`config.mk`:
```
export PLATFORM = sky130hd
export DESIGN_NAME = pipeline_sequencer
export DESIGN_NICKNAME = d
export VERILOG_FILES = /design/src/rtl/pipe_types_pkg.sv /design/src/rtl/hazard_detect.sv /design/src/rtl/pipeline_sequencer.sv
export SDC_FILE = /design/constraint.sdc
export NUM_CORES = 1
export LEC_CHECK = 0
export CORE_AREA = 2 2 39 41
export DETAILED_ROUTE_END_ITERATION = 8
export DIE_AREA = 0 0 41 43
export PLACE_DENSITY = 0.72
export SETUP_SLACK_MARGIN = 0.2
export SYNTH_ARGS = -nofsm -noshare
export SYNTH_HDL_FRONTEND = slang
export SYNTH_HIERARCHICAL = 1
export SYNTH_SLANG_ARGS = --single-unit
export TNS_END_PERCENT = 5
```
`constraint.sdc`:
```
create_clock -name CLK -period 3.35 [get_ports CLK]
set_clock_uncertainty 0.1 [all_clocks]
set_input_delay 1.005 -clock CLK [delete_from_list [all_inputs] [get_ports CLK]]
set_output_delay 1.005 -clock CLK [all_outputs]
set_load 0.03 [all_outputs]
```
`src/rtl/pipe_types_pkg.sv`:
```
// Shared types for the pipeline sequencer: FSM states, per-stage control pair and register index type.
package pipe_types_pkg;

    localparam int REG_BITS = 5;

    typedef logic [REG_BITS-1:0] regbits_t;

    typedef enum logic [1:0] {
        RUN    = 2'd0,
        DWAIT  = 2'd1,
        HALTED = 2'd2
    } pipe_state_t;

    typedef struct packed {
        logic en;
        logic flush;
    } pipe_ctrl_t;

    // A flushed stage must also be enabled so the bubble is actually loaded.
    function automatic pipe_ctrl_t stage_ctl(input logic en, input logic flush);
        pipe_ctrl_t c;
        c.en    = en | flush;
        c.flush = flush;
        return c;
    endfunction

endpackage

```
`src/rtl/hazard_detect.sv`:
```
// Load-use hazard compare between the load in ID/EX and the sources of the instruction in IF/ID.
module hazard_detect #(
    parameter int REGW = 5
) (
    input  logic            ex_memread,
    input  logic [REGW-1:0] ex_rt,
    input  logic [REGW-1:0] id_rs,
    input  logic [REGW-1:0] id_rt,
    output logic            load_use
);

    // Register zero is hardwired, so a load into it never creates a dependency.
    assign load_use = ex_memread && (ex_rt != '0) && ((ex_rt == id_rs) || (ex_rt == id_rt));

endmodule

```
`src/rtl/pipeline_sequencer.sv`:
```
// Central enable/flush/stall controller for the 5-stage core with sticky halt.
// Optional perf counters (stall/flush/dwait) are built when PIPE_PERF_EN is defined.
module pipeline_sequencer
    import pipe_types_pkg::*;
#(
    parameter int REGW = 5
`ifdef PIPE_PERF_EN
    ,
    parameter int CNT_W = 32
`endif
) (
    input  logic            CLK,
    input  logic            nRST,
    input  logic            ihit,
    input  logic            dhit,
    input  logic            mem_req,
    input  logic            mem_br_taken,
    input  logic            ex_memread,
    input  logic [REGW-1:0] ex_rt,
    input  logic [REGW-1:0] id_rs,
    input  logic [REGW-1:0] id_rt,
    input  logic            wb_halt,
    output logic            pc_en,
    output logic            ifid_en,
    output logic            idex_en,
    output logic            exmem_en,
    output logic            memwb_en,
    output logic            ifid_flush,
    output logic            idex_flush,
    output logic            exmem_flush,
    output logic            memwb_flush,
    output logic            memwb_stall,
    output logic            halt
`ifdef PIPE_PERF_EN
    ,
    output logic [CNT_W-1:0] stall_cnt,
    output logic [CNT_W-1:0] flush_cnt,
    output logic [CNT_W-1:0] dwait_cnt
`endif
);

    pipe_state_t state, next_state;
    logic        ihit_seen, ihit_seen_next;
    logic        load_use;
    logic        mem_done, fetch_ok, halting;
    pipe_ctrl_t  ifid_c, idex_c, exmem_c, memwb_c;

    hazard_detect #(.REGW(REGW)) u_hazard (
        .ex_memread (ex_memread),
        .ex_rt      (ex_rt),
        .id_rs      (id_rs),
        .id_rt      (id_rt),
        .load_use   (load_use)
    );

    // A fetch that completed while the pipe was frozen stays valid until the PC moves.
    assign mem_done = ~mem_req | dhit;
    assign fetch_ok = ihit | ihit_seen;
    assign halting  = (state == HALTED) | wb_halt;
    assign halt     = (state == HALTED);

    always_ff @(posedge CLK or negedge nRST) begin
        if (!nRST) begin
            state     <= RUN;
            ihit_seen <= 1'b0;
        end else begin
            state     <= next_state;
            ihit_seen <= ihit_seen_next;
        end
    end

    always_comb begin
        next_state     = state;
        ihit_seen_next = ihit_seen;
        pc_en          = 1'b0;
        ifid_c         = '0;
        idex_c         = '0;
        exmem_c        = '0;
        memwb_c        = '0;
        if (!nRST) begin
            next_state     = RUN;
            ihit_seen_next = 1'b0;
        end else if (halting) begin
            next_state     = HALTED;
            ihit_seen_next = 1'b0;
        end else if (!mem_done) begin
            next_state     = DWAIT;
            ihit_seen_next = ihit_seen | ihit;
        end else begin
            next_state = RUN;
            if (!fetch_ok) begin
                ifid_c  = stage_ctl(1'b1, 1'b1);
                idex_c  = stage_ctl(1'b1, 1'b0);
                exmem_c = stage_ctl(1'b1, 1'b0);
                memwb_c = stage_ctl(1'b1, 1'b0);
            end else if (mem_br_taken) begin
                pc_en   = 1'b1;
                ifid_c  = stage_ctl(1'b1, 1'b1);
                idex_c  = stage_ctl(1'b1, 1'b1);
                exmem_c = stage_ctl(1'b1, 1'b1);
                memwb_c = stage_ctl(1'b1, 1'b0);
            end else if (load_use) begin
                idex_c  = stage_ctl(1'b1, 1'b1);
                exmem_c = stage_ctl(1'b1, 1'b0);
                memwb_c = stage_ctl(1'b1, 1'b0);
            end else begin
                pc_en   = 1'b1;
                ifid_c  = stage_ctl(1'b1, 1'b0);
                idex_c  = stage_ctl(1'b1, 1'b0);
                exmem_c = stage_ctl(1'b1, 1'b0);
                memwb_c = stage_ctl(1'b1, 1'b0);
            end
            ihit_seen_next = pc_en ? 1'b0 : (ihit_seen | ihit);
        end
    end

    assign ifid_en     = ifid_c.en;
    assign idex_en     = idex_c.en;
    assign exmem_en    = exmem_c.en;
    assign memwb_en    = memwb_c.en;
    assign ifid_flush  = ifid_c.flush;
    assign idex_flush  = idex_c.flush;
    assign exmem_flush = exmem_c.flush;
    assign memwb_flush = memwb_c.flush;
    assign memwb_stall = ~memwb_c.en;

`ifdef PIPE_PERF_EN
    logic br_flush;
    assign br_flush = ~halting & mem_done & fetch_ok & mem_br_taken;

    // Saturating counters; nothing counts once the core has halted.
    always_ff @(posedge CLK or negedge nRST) begin
        if (!nRST) begin
            stall_cnt <= '0;
            flush_cnt <= '0;
            dwait_cnt <= '0;
        end else if (state != HALTED) begin
            if (!pc_en && (stall_cnt != '1))
                stall_cnt <= stall_cnt + CNT_W'(1);
            if (br_flush && (flush_cnt != '1))
                flush_cnt <= flush_cnt + CNT_W'(1);
            if ((state == DWAIT) && (dwait_cnt != '1))
                dwait_cnt <= dwait_cnt + CNT_W'(1);
        end
    end
`endif

endmodule

```
==> reports/summary.json <==
{
  "num-nets-final": 113,
  "dp_hpwl_um": 881,
  "critPathArrivalTime_ns": 2.34,
  "synthesis.area_um2": 349,
  "insertedDiodeCount": 0,
  "ctsRootBufferMaster": "sky130_fd_sc_hd__clkbuf_4",
  "routed_wl_um": 1120,
  "synthesis.area_per_instance_um2": 7.59,
  "p_leak_nw": 0.390,
  "largest_net_degree_at_the_start_of_global_routing": 6,
  "finalSetupViolations": 3,
  "r2r_slack_ns": 2.27,
  "final-max-slew-violation-count": 0,
  "floorplan.die_area_mm2": 0.00176,
  "path_clk_slew_ns": 0.04,
  "critical_path.reg2reg.endpoint": "ihit_seen",
  "timing.critical_path.to": "ifid_en",
  "std_cell_rows": 14,
  "comb_power_share_pct": 48.1,
  "timing.rr.start": "state[1]",
  "synth-seq-area-share_pct": 21.5,
  "clock_latency_ns": 0.23,
  "timing_hold_violations_final": 0,
  "ys_top_cells_by_area": "sky130_fd_sc_hd__dfrtp_1 22%, sky130_fd_sc_hd__xor2_1 15%, sky130_fd_sc_hd__xnor2_1 10%",
  "p_per_area_mw_per_mm2": 237,
  "rsz_0062_raised_after_global_routing": "true",
  "seqPwrFrac_pct": 19.3,
  "nFillCells": 129,
  "drt_iter0_markers": 3,
  "numCtsBuffers": 3,
  "power.share.switching_pct": 32.8,
  "cts_buffer_depth": 2,
  "ctsHtreeMaxLevel": 1,
  "run_status": "complete, but fails checks",
  "holdBufCountCts": 0,
  "worstPathBufferInverterCount": 4,
  "critical-path-slowest-cell": "sky130_fd_sc_hd__or4_4",
  "critical_path_startpoint_category": "input pin",
  "io_pins": 34,
  "synth_nets": 69,
  "critPathMaxFanout": 3,
  "final_layout_size_suffix_gt1_share_pct": 52.8,
  "peak_clock_frequency_supported_by_timing_ghz": 0.290,
  "finalWeightedCongestion": 0.740,
  "synth_async_sr_flop_share_pct": 100,
  "global_route_wire_length_before_repair_um": 1810,
  "netlist.top_cell.by_area": "sky130_fd_sc_hd__dfrtp_1",
  "synthDistinctLibCells": 19,
  "floorplan.initialDensity_pct": 25.2,
  "number_of_max_cap_violations": 0,
  "yosysWarningCount": 6,
  "area_growth_syn_to_layout_pct": 139,
  "dp_worst_setup_slack_ns": -0.481,
  "route.detailed.vias_per_inst": 4.32,
  "worst_ir_drop_vdd_uv": 150,
  "cp_slowest_stage_delay_ns": 0.54,
  "gr-usage-all-layers_pct": 14.9,
  "timing.critical_path.depth": 8,
  "cp_top_family": "simple AND/OR/NAND/NOR gates",
  "path_cells": "buf_6 > or4_4 > o21ai_4 > a21oi_2 > buf_4 > buf_6 > a21oi_2 > buf_6",
  "detail_route.wl_per_cell_um": 10.7,
  "coreArea_mm2": 0.00138,
  "worst_path_most_repeated_cell": "sky130_fd_sc_hd__buf_6",
  "tritoncts_clock_tree": "yes",
  "timing.critical_path.required_ns": 2.24,
  "yosys_register_bits": 3,
  "numClockSinks": 3,
  "min-delay-path-class": "reg2reg",
  "synth-main-ff-cell": "sky130_fd_sc_hd__dfrtp_1",
  "p_int_mw": 0.133,
  "timing.critical_path.from": "ex_rt[2]",
  "postRouteAntennaNets": 0,
  "pre_repair_dr_iteration_count": 4,
  "vias_in_the_first_global_route": 460,
  "post-route-period-util_pct": 103,
  "synth_top_cell_area_share_pct": 21.5,
  "routed-via-count": 454,
  "synthCells": 46,
  "crit_path_end_kind": "output port",
  "die_width_um": 41,
  "synth_edf_count": 0,
  "drcViolationCount": 0,
  "io_buffers": 32,
  "critical_path_class": "in2out",
  "rr_worst_depth": 4,
  "die-height_um": 43,
  "grt.overflow.total": 0,
  "failed_checks": "setup timing",
  "synth.top_cells.by_count": "6 x sky130_fd_sc_hd__nor2_1, 6 x sky130_fd_sc_hd__xor2_1, 4 x sky130_fd_sc_hd__xnor2_1",
  "period_minus_slack_ns": 3.44,
  "power_switching_mw": 0.0649,
  "clockPowerShare_pct": 32.7,
  "initial_antenna_violation_count": 0,
  "post-route-worst-setup-slack_ns": -0.0924,
  "holdWs_ns": 0.555
}
worst min-delay path by stage:
stage,slack (ns),start,cells past startpoint,endpoint
6_report,0.56,state[1],3,state[1]
3_5_place_dp,0.52,state[1],3,state[1]
3_3_place_gp,0.51,state[1],3,state[1]
4_1_cts,0.54,state[1],3,state[1]
5_1_grt,0.61,state[1],3,state[1]
2_1_floorplan,0.51,ihit_seen,2,ihit_seen
final cells by class:
| type | instances | area [um^2] | share of cell area (%) |
|---|---|---|---|
| well taps | 16 | 20.0 | 2.40 |
| multi-input cells | 37 | 332 | 39.7 |
| repair buffers | 42 | 372 | 44.5 |
| inverters | 3 | 11.3 | 1.35 |
| clock buffers | 4 | 26.3 | 3.14 |
| flip-flops and latches | 3 | 75.1 | 8.98 |
worst min-delay path, stage by stage, from the launching register on:
cell and delay (ns):
sky130_fd_sc_hd__dfrtp_1 0.33, sky130_fd_sc_hd__nand2b_2 0.10, sky130_fd_sc_hd__inv_1 0.08, sky130_fd_sc_hd__o21a_1 0.11
through the flow:
stage	util, %	std cells	setup TNS [ns]	total power, mW	cell area, um^2
floorplan	-	46	0	0.0785	377
CTS	58.1	105	-0.331	0.198	805
global route	60.4	105	-0.367	0.210	836
finish	60.4	105	-0.195	0.198	836
global placement	53.4	100	-1.24	0.126	739
detailed placement	53.4	100	-1.32	0.126	739
repair_timing:
item | CTS | global route
setup endpoints to repair | 8 | 9
buffers inserted | 1 | 0
pin swaps | 15 | 9
resized for setup | 63 | 6
sequential cells by signal, summed over array words and instances (netlist names):
name / flops
state: 2
ihit_seen: 1
power by group through the flow:
stage | sequential [mW] | combinational, mW | clock [mW]
floorplan | 0.0386 | 0.0399 | 0
global placement | 0.0386 | 0.0869 | 0
global route | 0.0384 | 0.102 | 0.0692
finish | 0.0382 | 0.0952 | 0.0647
CTS | 0.0382 | 0.0918 | 0.0679
detailed placement | 0.0386 | 0.0878 | 0
per-layer routing:
| layer | up-vias | wire length (um) | global-route usage, % |
|---|---|---|---|
| li1 | 233 | - | - |
| met1 | 206 | 431 | 16.9 |
| met2 | 15 | 612 | 25.6 |
| met3 | 0 | 80 | 2.62 |
| met4 | 0 | 0 | 6.00 |
| met5 | - | 0 | 0 |
placed cells by master, fill, tap and decap left out:
cell,n
sky130_fd_sc_hd__nand3_2,1
sky130_fd_sc_hd__o21ai_4,1
sky130_fd_sc_hd__xnor2_2,2
sky130_fd_sc_hd__inv_1,3
sky130_fd_sc_hd__clkbuf_4,3
sky130_fd_sc_hd__nor2_1,5
sky130_fd_sc_hd__clkbuf_1,1
sky130_fd_sc_hd__o21a_1,1
sky130_fd_sc_hd__clkdlybuf4s50_1,8
sky130_fd_sc_hd__nor2b_4,1
sky130_fd_sc_hd__nor3_1,3
sky130_fd_sc_hd__conb_1,1
sky130_fd_sc_hd__clkdlybuf4s15_2,1
sky130_fd_sc_hd__buf_6,10
sky130_fd_sc_hd__buf_2,4
sky130_fd_sc_hd__xnor2_1,2
sky130_fd_sc_hd__or4_4,1
sky130_fd_sc_hd__nand2b_2,1
sky130_fd_sc_hd__nand3_1,2
sky130_fd_sc_hd__xor2_1,6
sky130_fd_sc_hd__buf_4,15
sky130_fd_sc_hd__nor2b_1,2
sky130_fd_sc_hd__nor4_2,1
sky130_fd_sc_hd__dfrtp_1,3
sky130_fd_sc_hd__nand2b_1,1
sky130_fd_sc_hd__a21oi_2,2
sky130_fd_sc_hd__nand2_4,1
sky130_fd_sc_hd__dlygate4sd2_1,4
sky130_fd_sc_hd__nor4_4,2
sky130_fd_sc_hd__nor2_4,1
cell families (layout without fill, tap and decap cells):
| kind of cell | Yosys count | after routing | synth area share, % |
|---|---|---|---|
| compound gates | 4 | 4 | 6.45 |
| buf+inv | 6 | 49 | 9.68 |
| other cells | 1 | 1 | 1.07 |
| simple gates | 22 | 22 | 36.2 |
| flops | 3 | 3 | 21.5 |
| xor+xnor | 10 | 10 | 25.1 |
Power figures use the tool's default switching activity.
